<file path="config.mk">
export PLATFORM = sky130hd
export DESIGN_NAME = scan_mux
export DESIGN_NICKNAME = d
export VERILOG_FILES = /design/src/rtl/scan_mux.sv
export SDC_FILE = /design/constraint.sdc
export NUM_CORES = 1
export LEC_CHECK = 0
export ABC_AREA = 1
export BUFFER_PORTS_ARGS = -buffer_cell sky130_fd_sc_hd__buf_2
export CAP_MARGIN = 20
export CORE_MARGIN = 1
export CORE_UTILIZATION = 28
export DETAILED_ROUTE_END_ITERATION = 8
export GPL_TIMING_DRIVEN = 0
export PLACE_DENSITY = 0.5
export SLEW_MARGIN = 10
export SYNTH_ARGS = -nofsm -noshare
export SYNTH_HDL_FRONTEND = slang
export SYNTH_SLANG_ARGS = --single-unit
</file>
<file path="constraint.sdc">
create_clock -name clk -period 1.9 [get_ports clk]
set_input_delay 0.38 -clock clk [delete_from_list [all_inputs] [get_ports clk]]
set_output_delay 0.38 -clock clk [all_outputs]
set_load 0.02 [all_outputs]
</file>
<file path="src/rtl/scan_mux.sv">
// scan_mux: registered N-channel, W-bit bus multiplexer with manual, auto-scan
// and hold modes. Drives LED/display logic from several data sources.
//
// Ports:
//   clk     system clock, all state updates on the rising edge
//   rst     synchronous active-high reset (overrides mode/sel)
//   din     flattened channel inputs, channel i = din[i*WIDTH +: WIDTH]
//   sel     channel select, used in manual mode only
//   mode    00 manual, 01 auto-scan, 1x hold
//   ch_mask (only with SCAN_MASK_EN) bit i enables channel i in auto-scan
//   dout    registered selected data
//   cur_ch  index of the currently selected channel
//   ch_stb  one-cycle pulse on the cycle cur_ch takes a new value
//
// Optional feature macro: SCAN_MASK_EN adds ch_mask; auto-scan then skips
// disabled channels. Without it every channel is scanned in order.
module scan_mux #(
  parameter int WIDTH  = 8,
  parameter int CH_CNT = 4,
  parameter int SEL_W  = 2,
  parameter int DWELL  = 50000000
) (
  input  logic                    clk,
  input  logic                    rst,
  input  logic [CH_CNT*WIDTH-1:0] din,
  input  logic [SEL_W-1:0]        sel,
  input  logic [1:0]              mode,
`ifdef SCAN_MASK_EN
  input  logic [CH_CNT-1:0]       ch_mask,
`endif
  output logic [WIDTH-1:0]        dout,
  output logic [SEL_W-1:0]        cur_ch,
  output logic                    ch_stb
);

  // One spare bit so DWELL-1 always fits, including DWELL=1.
  localparam int              CW       = $clog2(DWELL) + 1;
  localparam logic [CW-1:0]   CNT_LAST = CW'(DWELL - 1);
  localparam logic [SEL_W:0]  CH_LIM   = (SEL_W + 1)'(CH_CNT);

  logic [CH_CNT-1:0][WIDTH-1:0] ch;
  logic [CH_CNT-1:0]            en;
  logic [CW-1:0]                cnt, cnt_nxt;
  logic [SEL_W-1:0]             nxt, adv;

  assign ch = din;

`ifdef SCAN_MASK_EN
  assign en = ch_mask;
`else
  assign en = '1;
`endif

  // Next enabled channel strictly after cur_ch, searching upward with wrap.
  // Walking k downward lets the smallest offset win. cur_ch itself is never
  // a candidate, so a masked cur_ch is still left; no candidate -> hold.
  always_comb begin
    int               idx;
    logic [SEL_W-1:0] idx_s;
    adv   = cur_ch;
    idx   = 0;
    idx_s = '0;
    for (int k = CH_CNT - 1; k >= 1; k--) begin
      idx = int'(cur_ch) + k;
      if (idx >= CH_CNT) idx = idx - CH_CNT;
      idx_s = SEL_W'(idx);
      if (en[idx_s]) adv = idx_s;
    end
  end

  always_comb begin
    nxt     = cur_ch;
    cnt_nxt = '0;
    case (mode)
      2'b00: begin
        // Out-of-range select is ignored.
        if ({1'b0, sel} < CH_LIM) nxt = sel;
      end
      2'b01: begin
        if (cnt == CNT_LAST) nxt = adv;
        else                 cnt_nxt = cnt + 1'b1;
      end
      default: ;
    endcase
  end

  always_ff @(posedge clk) begin
    if (rst) begin
      cur_ch <= '0;
      dout   <= '0;
      ch_stb <= 1'b0;
      cnt    <= '0;
    end else begin
      cur_ch <= nxt;
      cnt    <= cnt_nxt;
      ch_stb <= (nxt != cur_ch);
      // Hold freezes dout; other modes track live data on the next channel.
      if (!mode[1]) dout <= ch[nxt];
    end
  end

endmodule

</file>
==> impl_metrics.toml <==
[die]
die_h_um = 91.29
die_w_um = 91.29
start_util_pct = 28.89
pin_count = 49
rows = 32
design.die.area_um2 = 8333
coreArea_um2 = 7727

[pwr]
p_total_mw = 1.847
p_int_mw = 1.352
ir_drop_v = 0.0002969
p_leak_nw = 1.404
netSwitchingFraction_pct = 26.84
comb_power_share_pct = 18.6
p_clk_share_pct = 36.2
power_density_nw_per_um2 = 610.6
power_frac_seq_pct = 45.2
switchingPower_uw = 495.7

[cells_and_area]
nets = 464
finalNonFillerCells = 528
drive_above_1_share_pct = 30.75
areaGrowthSynthToFinish_pct = 35.54
diodes = 0

[setup_path]
endpoint_kind = "flop"
start_kind = "flop"
slowest_stage = "dfxtp_2"
critPathArrivalTime_ns = 2.02
cp_max_fo = 7
slowest_delay_ns = 0.35
cp_cell_sequence = "ha_4, nand2_4, nor2_4, nand2_2, nor2_4, nand2_2, nand2_2, nand2_2, nand2_4, buf_4, nand3_1, nand3_2, nand3_2, nand2_1, inv_1"
required_ns = 2.09
critPathLaunch = "cnt[1]$_SDFF_PP0_"
r2r-start = "cnt[1]$_SDFF_PP0_"
crit_family = "simple AND/OR/NAND/NOR gates"
critical_path_class = "flop to flop"
cpMostUsedCell = "nand2_2"
critPathBufInv = 2

[global_route]
antenna_found_initial = 0
track_usage_pct = 13.42
grt.overflow.total = 0
grt_first_pass_wirelength_um = 9052
grt_pass1_vias = 2068
grt_max_degree = 12

[logic_synthesis]
synth_area_um2 = 2232
avgSynthCellArea_um2 = 6.323
syn_inst = 353
yosys_register_bits = 38
ys_warn_count = 0
seq_area_frac_synth_pct = 34.08
synth_cell_type_count = 33
synth_fp_nets = 392

[cts]
cts_max_path_buffers = 2
clk_pin_slew_ns = 0.07
htreeDepth = 2
root_buffer = "clkbuf_8"
cts_sinks = 38
clk_latency_ns = 0.29
cts_tree = "yes"
cts_hold_buffers = 0
numCtsBuffers = 5

[detailed_routing]
met3WireLength_um = 237
vias = 2297
drt_iter0_drc = 46
met1_length_um = 2620
routedWlPerCell_um = 10.50
drc = 0
ant_nets = 0
top_layer = "met4"
wl_met2_um = 2577
via_per_inst = 4.350
routed_wl_um = 5545
first_pass_iters = 4

[place]
io_buffer_count = 48
placed_cells = 503
gp_congestion = 0.8696
place.detailed.hpwl_um = 4117

[timing]
rsz0062_at_grt = "true"
fin_crit_sh_pct = 96.34
finClkSkew_ns = 0.009462
final_max_slew_viol_count = 0
worst_pin_slew_ns = 0.4797
fmax_ghz = 0.5463
setup_tns_ns = 0
setup_violations = 0
fin_crit_ns = 1.830
relSlewSlack_pct = 68.02
hold_violations = 0

[worst_hold_path]
hp-start = "rst"
hold_path_class = "input pin to flop"

[flow_run]
maxCapViolCount = 0

[run_status]
status = "complete, no violations"
==> tightest hold or removal path: cells and delay by family <==
family | cells | cell delay (ns)
AND/OR/NAND/NOR | 2 | 0.11
buffers and inverters | 2 | 0.15
==> final timing paths <==
check	endpoint	slack, ns	cells past startpoint
max	dout[4]$_SDFFE_PP0N_	0.07	15
min	dout[7]$_SDFFE_PP0N_	0.40	4
max reg2reg	dout[4]$_SDFFE_PP0N_	0.07	15
min reg2reg	cnt[14]$_SDFF_PP0_	0.47	2
==> layout make-up <==
| cell class | count | area, µm² |
|---|---|---|
| fill | 832 | 4702 |
| multi-input combinational | 235 | 1313 |
| sequential | 38 | 779.5 |
| timing repair buffer | 65 | 375.4 |
| inverter | 72 | 272.8 |
| tap | 102 | 127.6 |
| clock buffer | 7 | 76.32 |
| buffer | 8 | 51.30 |
| clock inverter | 1 | 30.03 |
==> layer usage <==
layer	vias to the layer above	track usage (%)
li1	1237	-
met3	9	3.099
met2	55	22.03
met4	0	4.630
met1	996	17.19
met5	-	0
==> sequential cells by signal, indices dropped and copies added, names as in the netlist <==
register,flops
cnt,27
dout,8
cur_ch,2
ch_stb,1
==> layout by cell type (no fill, tap or decap), types with 5 or more instances in the layout <==
cell type / Yosys / routed
inv_1: 68 / 67
nand2_1: 68 / 60
buf_2: 1 / 48
nor2_1: 49 / 47
nand3_1: 49 / 39
dfxtp_1: 38 / 29
buf_4: 1 / 15
a21oi_1: 13 / 13
nand2_2: 5 / 12
nand3_2: 0 / 10
nor2_4: 2 / 8
o21ai_0: 7 / 7
xor2_1: 6 / 6
dfxtp_2: 0 / 6
nor3_1: 5 / 5
clkbuf_1: 5 / 5
clkbuf_8: 0 / 5
==> timing repair <==
item	4_1_cts	5_1_grt
hold endpoints to repair	0	0
gates cloned	1	1
setup endpoints to repair	18	26
gates resized for setup	8	49
pin swaps	2	13
buffers inserted	5	10
==> cell families after synthesis <==
logic type / Yosys count / share of synthesized area [%]
AND/OR/NAND/NOR: 199 / 41.37
buffers and inverters: 80 / 14.01
flip-flops: 38 / 34.08
AO/OA/AOI/OAI: 28 / 7.231
XOR/XNOR: 7 / 2.747
adder cells (fa/ha/maj): 1 / 0.5604
==> Yosys cell counts, drive strengths merged <==
cell,instances,area (µm²)
a21oi,15,82.58
xor2,6,52.55
nand2,75,309.0
inv,71,266.5
nor3,7,45.04
nor2,56,237.7
o22ai,1,6.260
a221oi,1,8.760
dfxtp,38,760.7
a31oi,1,6.260
nand3,49,245.2
or2,3,18.77
o31ai,1,7.510
clkbuf,5,18.77
buf,3,23.77
nor3b,4,30.03
o21ai,7,35.03
clkinv,1,3.750
o21a,2,15.01
xnor2,1,8.760
nand4,5,37.53
ha,1,12.51
==> through the flow <==
| stage | hold WS [ns] | util [%] | worst slack [ns] | area, µm² |
|---|---|---|---|---|
| after floorplan | 0.4173 | - | 0.1466 | 2232 |
| after global placement | 0.4323 | 33.65 | -0.1122 | 2600 |
| after detailed placement | 0.4427 | 33.65 | -0.1322 | 2600 |
| after CTS | 0.3871 | 35.88 | 0.005111 | 2773 |
| after global routing | 0.4197 | 39.15 | -0.06808 | 3025 |
| final | 0.3982 | 39.15 | 0.06953 | 3025 |
==> power groups by stage <==
stage	logic [mW]	clock network [mW]	registers [mW]
2_1_floorplan	0.168	0	0.878
3_3_place_gp	0.295	0	0.856
3_5_place_dp	0.295	0	0.857
4_1_cts	0.310	0.696	0.839
5_1_grt	0.383	0.730	0.838
6_report	0.343	0.669	0.835
Note: power is estimated with default switching activity, not from simulation.
